`src/rtl/stream_sync_fifo_framer.sv`:
```
// -----------------------------------------------------------------------------
// stream_sync_fifo_framer
//
// Single-clock stream FIFO with speculative frame building. Words written on
// the write side stay invisible to the reader until the frame is committed,
// and a discard rolls them back. The first word of the open frame can be
// rewritten (HEAD / FINAL_HEAD) so a producer can fill in a header after the
// payload length is known. The read side is first-word-fall-through and
// carries a per-word end-of-frame marker.
//
// Optional feature macro: STREAM_FIFO_FRAME_COUNT_EN
//   defined   -> r_frames counts committed frames not yet fully read
//   undefined -> r_frames is tied to 0 and the counter is not built
//
// Ports
//   clk        in   rising-edge clock
//   rst_n      in   asynchronous active-low reset (clears all pointers)
//   w_ctrl     in   write command: 0 NOP, 1 WRITE, 2 EOF_WITH_WRITE,
//                   3 EOF_WITHOUT_WRITE, 4 HEAD, 5 FINAL_HEAD, 6 DISCARD,
//                   7 reserved (NOP)
//   din        in   write data
//   w_full     out  wptr - rptr == DEPTH (uncommitted words included)
//   w_error    out  registered pulse: illegal write command last edge
//   w_counter  out  wptr - rptr
//   r_en       in   pop the current word
//   r_valid    out  committed data available (rptr != cptr)
//   dout       out  mem[rptr], first-word-fall-through
//   r_last     out  end-of-frame flag of mem[rptr]
//   r_error    out  registered pulse: r_en seen while !r_valid
//   r_counter  out  cptr - rptr
//   r_frames   out  committed frames not yet fully read
//
// Read handshake: r_valid/dout/r_last describe the head word; a word is
// consumed on a rising edge where r_en && r_valid. r_en without r_valid is
// an error (r_error next cycle) and leaves rptr unchanged.
// -----------------------------------------------------------------------------
module stream_sync_fifo_framer #(
    parameter int DATAWIDTH = 8,
    parameter int ADDRWIDTH = 4
) (
    input  logic                 clk,
    input  logic                 rst_n,
    input  logic [2:0]           w_ctrl,
    input  logic [DATAWIDTH-1:0] din,
    output logic                 w_full,
    output logic                 w_error,
    output logic [ADDRWIDTH:0]   w_counter,
    input  logic                 r_en,
    output logic                 r_valid,
    output logic [DATAWIDTH-1:0] dout,
    output logic                 r_last,
    output logic                 r_error,
    output logic [ADDRWIDTH:0]   r_counter,
    output logic [ADDRWIDTH:0]   r_frames
);

    localparam int DEPTH = 1 << ADDRWIDTH;
    localparam logic [ADDRWIDTH:0] DEPTH_W = (ADDRWIDTH+1)'(DEPTH);
    localparam logic [ADDRWIDTH:0] ONE_W   = (ADDRWIDTH+1)'(1);

    localparam logic [2:0] CMD_WRITE      = 3'd1;
    localparam logic [2:0] CMD_EOF_WRITE  = 3'd2;
    localparam logic [2:0] CMD_EOF_NOWR   = 3'd3;
    localparam logic [2:0] CMD_HEAD       = 3'd4;
    localparam logic [2:0] CMD_FINAL_HEAD = 3'd5;
    localparam logic [2:0] CMD_DISCARD    = 3'd6;

    // Pointers carry one extra wrap bit so full and empty are distinguishable.
    logic [ADDRWIDTH:0] wptr, cptr, rptr;
    logic [ADDRWIDTH:0] wptr_nx, cptr_nx;
    logic [ADDRWIDTH:0] wptr_m1;

    logic [DATAWIDTH-1:0] mem [DEPTH];
    logic [DEPTH-1:0]     last_flags;

    logic full;
    logic frame_empty;
    logic pop;
    logic do_write, write_last, do_mark, do_head, do_commit, w_err_nx;

    assign w_counter   = wptr - rptr;
    assign r_counter   = cptr - rptr;
    assign full        = (w_counter == DEPTH_W);
    assign frame_empty = (wptr == cptr);
    assign wptr_m1     = wptr - ONE_W;

    assign w_full  = full;
    assign r_valid = (rptr != cptr);
    assign dout    = mem[rptr[ADDRWIDTH-1:0]];
    assign r_last  = last_flags[rptr[ADDRWIDTH-1:0]];
    assign pop     = r_en && r_valid;

    // Write command decode. Full uses the pre-edge rptr, so a pop in the same
    // cycle does not make room for a write.
    always_comb begin
        wptr_nx    = wptr;
        cptr_nx    = cptr;
        do_write   = 1'b0;
        write_last = 1'b0;
        do_mark    = 1'b0;
        do_head    = 1'b0;
        do_commit  = 1'b0;
        w_err_nx   = 1'b0;
        case (w_ctrl)
            CMD_WRITE: begin
                if (full) begin
                    w_err_nx = 1'b1;
                end else begin
                    do_write = 1'b1;
                    wptr_nx  = wptr + ONE_W;
                end
            end
            CMD_EOF_WRITE: begin
                if (full) begin
                    w_err_nx = 1'b1;
                end else begin
                    do_write   = 1'b1;
                    write_last = 1'b1;
                    do_commit  = 1'b1;
                    wptr_nx    = wptr + ONE_W;
                    cptr_nx    = wptr + ONE_W;
                end
            end
            CMD_EOF_NOWR: begin
                if (frame_empty) begin
                    w_err_nx = 1'b1;
                end else begin
                    do_mark   = 1'b1;
                    do_commit = 1'b1;
                    cptr_nx   = wptr;
                end
            end
            CMD_HEAD: begin
                if (frame_empty) begin
                    w_err_nx = 1'b1;
                end else begin
                    do_head = 1'b1;
                end
            end
            CMD_FINAL_HEAD: begin
                if (frame_empty) begin
                    w_err_nx = 1'b1;
                end else begin
                    do_head   = 1'b1;
                    do_mark   = 1'b1;
                    do_commit = 1'b1;
                    cptr_nx   = wptr;
                end
            end
            CMD_DISCARD: begin
                wptr_nx = cptr;
            end
            default: ;
        endcase
    end

    always_ff @(posedge clk or negedge rst_n) begin
        if (!rst_n) begin
            wptr    <= '0;
            cptr    <= '0;
            rptr    <= '0;
            w_error <= 1'b0;
            r_error <= 1'b0;
        end else begin
            wptr    <= wptr_nx;
            cptr    <= cptr_nx;
            w_error <= w_err_nx;
            r_error <= r_en && !r_valid;
            if (pop) begin
                rptr <= rptr + ONE_W;
            end
        end
    end

    // Storage is not reset. HEAD rewrites the open frame's first word, which
    // is never committed, so the reader cannot observe it mid-update. The
    // last-flag array is separate so a frame end can be marked without a
    // data rewrite.
    always_ff @(posedge clk) begin
        if (do_write) begin
            mem[wptr[ADDRWIDTH-1:0]]        <= din;
            last_flags[wptr[ADDRWIDTH-1:0]] <= write_last;
        end
        if (do_head) begin
            mem[cptr[ADDRWIDTH-1:0]] <= din;
        end
        if (do_mark) begin
            last_flags[wptr_m1[ADDRWIDTH-1:0]] <= 1'b1;
        end
    end

`ifdef STREAM_FIFO_FRAME_COUNT_EN
    logic [ADDRWIDTH:0] frames_q;
    logic               pop_last;

    assign pop_last = pop && r_last;

    always_ff @(posedge clk or negedge rst_n) begin
        if (!rst_n) begin
            frames_q <= '0;
        end else begin
            case ({do_commit, pop_last})
                2'b10:   frames_q <= frames_q + ONE_W;
                2'b01:   frames_q <= frames_q - ONE_W;
                default: frames_q <= frames_q;
            endcase
        end
    end

    assign r_frames = frames_q;
`else
    assign r_frames = '0;
`endif

endmodule

```
`config.mk`:
```
export PLATFORM = sky130hd
export DESIGN_NAME = stream_sync_fifo_framer
export DESIGN_NICKNAME = d
export VERILOG_FILES = /design/src/rtl/stream_sync_fifo_framer.sv
export SDC_FILE = /design/constraint.sdc
export NUM_CORES = 1
export LEC_CHECK = 0
export CAP_MARGIN = 10
export CORE_ASPECT_RATIO = 1.2
export CORE_MARGIN = 2
export CORE_UTILIZATION = 55
export CTS_BUF_LIST = sky130_fd_sc_hd__clkbuf_4 sky130_fd_sc_hd__clkbuf_8
export DETAILED_ROUTE_END_ITERATION = 7
export GPL_ROUTABILITY_DRIVEN = 0
export GPL_TIMING_DRIVEN = 0
export PLACE_DENSITY = 0.84
export SYNTH_ARGS = -nofsm -noshare
export SYNTH_HDL_FRONTEND = slang
export SYNTH_SLANG_ARGS = --single-unit
```
`constraint.sdc`:
```
create_clock -name clk -period 6.5 [get_ports clk]
set_clock_uncertainty 0.05 [all_clocks]
set_input_delay 0.65 -clock clk [delete_from_list [all_inputs] [get_ports clk]]
set_output_delay 0.65 -clock clk [all_outputs]
set_load 0.01 [all_outputs]
```
[Yosys cells after proc, flatten, opt, wreduce, memory -nomap -nowiden]
Memory sizes are Yosys's and may differ from the RTL's.
Cells that the tools add are included.
Widths: inputs -> output; s select.
Operators by class
  muxes and demuxes: 29
  reduce and logical (&&, ||, !) cells: 14
  multiply operators: 0
  eq/ne operators: 12
  add/subtract/negate cells: 5
  bitwise operators: 1
  $lt $le $gt $ge: 5
  divide/modulo/power cells: 0
  shifts and indexed selects: 0
Operators by type and width (number)
  $mux 16: 2
  $pmux 5 s2: 2
  $bwmux 16: 1
  $mux 1: 16
  $or 16x16->16: 1
  $lt 4x5->1 const B: 3
  $add 5x1->5 const B: 2
  $mux 5: 2
  $sub 5x5->5: 2
  $eq 3x3->1 const B: 3
  $demux 1 s4: 2
  $ge 4x1->1 const B: 2
  $mux 8: 1
  $reduce_or 8->1: 1
  $eq 3x2->1 const B: 2
  $ne 2x2->1 const B: 3
  $reduce_or 2->1: 3
  $eq 5x5->1: 1
  $eq 5x5->1 const B: 1
  $ne 5x5->1: 1
  $bmux 1 s4: 1
  $logic_and 1x1->1: 4
  $mux 4: 1
  $reduce_bool 2->1: 2
  other kinds (7): 7
Word-level totals
  ROM bits: 0
  latch bits: 0
  bits of input ports: 14
  memories: 1
  bits in registers: 33
  logic and storage cells: 73
  memory bits (writable): 128
Memory list
  mem: words 16, bits a word 8, read ports 1, clocked after Yosys merged registers in 0, write ports 1, RTL line 73  | logic [DATAWIDTH-1:0] mem [DEPTH];

[Depth between registers and ports, before layout]
  depth after elaboration: 8
  depth in mapped cells: 12
  gate-level depth less buffers: 10

[Least setup slack after synthesis]
No wires, ideal clock.
  kind: flip-flop to flip-flop
  start point: register wptr[0]
  end point: memory mem[0][0], enable pin
  required time: 6.080 ns
  stages on the path, launching flop included: 13
  slack: 2.906 ns
  period minus slack after synthesis: 3.594 ns
  data arrival time: 3.174 ns
  path through: dfrtp_1 > clkbuf_1 > inv_1 > ha_1 > fa_1 > nand2b_1 > a21oi_1 > xor2_1 > inv_2 > a31o_4 > buf_6 > o22a_4 > nor2_1
Between the ends
  cells in the longest elaborated chain, start to end: 7
  elaborated cells between the ends (all ways): 14
  classes of those cells: add/sub: 1; eq/ne: 2; mux: 10; reduce/logical: 1
Ends and longest elaborated chain
  start, declared: RTL line 69  | logic [ADDRWIDTH:0] wptr, cptr, rptr;
  start signal, assigned: RTL line 165  | wptr <= wptr_nx;
  $sub 5x5->5: RTL line 81  | assign w_counter = wptr - rptr;
  named net w_counter[4]: RTL line 47  | output logic [ADDRWIDTH:0] w_counter,
  $eq 5x5->1: RTL line 83  | assign full = (w_counter == DEPTH_W);
  $mux 1: RTL line 106, 114
  $mux 1
  $mux 1: RTL line 180  | if (do_write) begin
  $mux 1 (implied by the code): RTL line 181  | mem[wptr[ADDRWIDTH-1:0]] <= din;
  $mux 1 (no line)
  end, declared: RTL line 73
The timed path passes the listed nets, and every way through them passes these cells.

[Worst setup path after layout]
  start point: register rptr[1]
  end point: output w_full
Between the ends
  cells in the longest elaborated chain, start to end: 2
Ends and longest elaborated chain
  start, declared: RTL line 69
  start signal, assigned: RTL line 170  | rptr <= rptr + ONE_W;
  $sub 5x5->5: RTL line 81
  $eq 5x5->1: RTL line 83
  end, declared: RTL line 45  | output logic w_full,
No other way between the ends.

==> impl_metrics.py <==
metrics = {
    "run_status": {
        "outcome": "finished, final reports clean",
    },
    "global_route": {
        "grt.total_usage": 0.250,
        "overflow": 0,
        "grt_pass1_vias": 4601,
        "grt_pass1_wl_mm": 25.6,
        "antenna_found_initial": 0,
        "grt_max_degree": 18,
    },
    "floorplanning": {
        "die_x_um": 109,
        "core_area_um2": 13100,
        "die_y_um": 131,
        "io_pins": 42,
        "dieArea_um2": 14300,
        "start_util": 0.559,
        "num_rows": 46,
    },
    "synthesis": {
        "synth_cells": 487,
        "muxShareOfSynthArea": 0.138,
        "yosysSeqAreaShare": 0.625,
        "synth_area_leaders": "edfxtp_1 (52%), mux4_2 (14%), dfrtp_1 (5.8%)",
        "synth_top_family_by_area": "multiplexers",
        "yosysTopAreaCell": "edfxtp_1",
        "synth_seq_cells": 161,
        "syn_avg_cell_area_um2": 15.1,
        "synthDistinctLibCells": 51,
        "synth_compound_area_frac": 0.0711,
        "synth_xor_area_frac": 0.0263,
        "synth_adder_area_share": 0.0327,
        "synth_simple_gate_area_frac": 0.0728,
        "synth_top_area_share": 0.524,
        "dominantRegCellSynth": "edfxtp_1",
        "synth_most_common_cell": "edfxtp_1",
        "synth_edf_count": 128,
        "synth-async-reset-ratio": 0.106,
        "syn_area_um2": 7340,
        "synth_common_cells": "edfxtp_1 (128), mux4_2 (45), nand2_1 (33), nor2_1 (27), inv_1 (22)",
        "ys_warn_count": 0,
    },
    "sta": {
        "timing.fmax_ghz": 0.210,
        "report.final.slew_viol_count": 0,
        "rsz0062_at_grt": "no",
        "hold_violations": 0,
        "layout_min_cycle_time_ns": 4.76,
        "post-route-period-util": 0.733,
        "max_slew.worst_pin.slew_ns": 1.02,
        "setup_tns_ns": 0,
        "slew_headroom": 0.321,
        "setup_viol": 0,
    },
    "clocking": {
        "ctsRootBufferMaster": "clkbuf_8",
        "post_cts_buffers": 0,
        "clockBufferDepth": 2,
        "cts_tree": "done",
        "clk_latency_ns": 0.45,
        "cts_resized": 0,
        "cts_hold_buffers": 0,
        "htreeDepth": 4,
        "clock_sinks": 161,
        "clk_pin_slew_ns": 0.08,
        "numCtsBuffers": 17,
    },
    "cells_and_area": {
        "diodes": 0,
        "nets": 578,
        "area_growth_pct": 13.5,
        "fin_util": 0.635,
        "drive_above_1_share": 0.174,
    },
    "critical_path": {
        "cp-end-kind": "output pin",
        "worstPathRequired_ns": 5.80,
        "worstPathArrival_ns": 4.06,
        "cpPeakStageDelay_ns": 0.62,
        "worstPathCellList": "clkbuf_1 -> buf_1 -> inv_1 -> ha_1 -> nand2b_1 -> o2bb2ai_1 -> xor2_1 -> inv_1 -> nor3_1 -> clkdlybuf4s50_1",
        "cp-start-kind": "register",
        "cpMostUsedCell": "inv_1",
        "critPathKind": "reg2out",
        "path_max_fanout": 10,
        "crit_slowest_cell": "clkbuf_1",
    },
    "drt": {
        "viasPerCell": 6.27,
        "vias": 4559,
        "drt_iter0_markers": 547,
        "drtAntennaViolNets": 0,
        "routed_wl_mm": 16.3,
        "dr.pass1.iters": 5,
        "drc": 0,
        "post_drt_wl_per_cell_um": 22.4,
    },
    "power": {
        "vdd_drop_max_mv": 0.341,
        "p_leak_nw": 2.85,
        "power.density_nw_per_um2": 493,
    },
    "worst_hold_path": {
        "hp-class": "reg2reg",
    },
    "place": {
        "place_hpwl_mm": 11.5,
        "port-buffer-count": 36,
    },
    "job": {
        "max_cap_violations": 0,
    },
}
==> registers in the layout, indices dropped and copies added, names as in the netlist <==
signal and flops:
cptr 5, mem 128, wptr 5, w_error 1, r_error 1, rptr 5
last_flags 16
==> report_power, final <==
group	switching (mW)	internal (mW)
sequential	0.109	1.28
combinational	1.04	0.938
clock	0.381	0.360
==> per-stage QoR <==
step	worst slack [ns]	hold slack, ns	instances	power, mW	instance area [µm²]
global route	1.42	0.488	727	4.35	8330
CTS	1.69	0.449	727	4.11	8330
finish	1.74	0.447	727	4.11	8330
global placement	2.18	0.415	695	3.31	7930
detailed placement	1.96	0.426	695	3.37	7930
floorplan	2.91	0.304	491	2.64	7350
==> logic make-up after synthesis <==
kind of cell,after synthesis
AOI/OAI and AO/OA,73
xor gates and xnor gates,22
adders and majority gates,18
buffers and inverters,54
DFF,161
muxes,45
other,1
and+or+nand+nor,113
==> area by class of cell <==
type                            instances  area, µm²
Multi-Input combinational cell        276       2520
Clock buffer                           18        241
Tap cell                              168        210
Buffer                                 30        154
Clock inverter                         14        166
Timing Repair Buffer                   36        360
Sequential cell                       161       4590
Inverter                               24       90.1
Fill cell                             943       4790
==> critical path: cells and delay by family, from the launching register on <==
family                     cells  cell delay, ns
buffers and inverters          5            2.01
xor gates and xnor gates       1            0.32
DFF                            1            0.52
and+or+nand+nor                2            0.34
AOI/OAI and AO/OA              1            0.12
adders and majority gates      1            0.31
==> layout by cell type (no fill, tap or decap), types with 7 or more instances in the layout <==
master	synthesis	routed
a21oi_1	9	9
buf_4	7	7
clkbuf_1	13	13
clkbuf_8	0	17
clkdlybuf4s50_1	0	36
dfrtp_1	17	17
dfxtp_1	16	16
edfxtp_1	128	128
ha_1	16	16
inv_1	22	22
inv_6	0	7
mux4_2	45	45
nand2_1	33	33
nand3_1	14	14
nand4_1	11	11
nor2_1	27	27
nor3_1	7	7
o21ai_0	19	19
o221ai_1	7	7
xnor2_1	11	11
xor2_1	11	11
==> worst paths after layout <==
kind	cells after the start	startpoint	endpoint	slack, ns
max reg2reg	11	wptr[0]	mem[13][3]	1.90
min	2	last_flags[6]	last_flags[6]	0.45
min in group asynchronous	1	rst_n	w_error	0.61
max	10	rptr[1]	w_full	1.74
max in group asynchronous	1	rst_n	r_error	5.29
min reg2reg	2	last_flags[6]	last_flags[6]	0.45
==> routing by layer <==
metal,GRT usage,up-vias,part of all wire,routed length (µm)
met2,0.439,235,0.54,8750
met3,0.0432,47,0.067,1080
met4,0.109,0,0.038,615
li1,-,2002,-,-
met5,0,-,0,0
met1,0.303,2275,0.36,5810
Power figures use the tool's default switching activity.
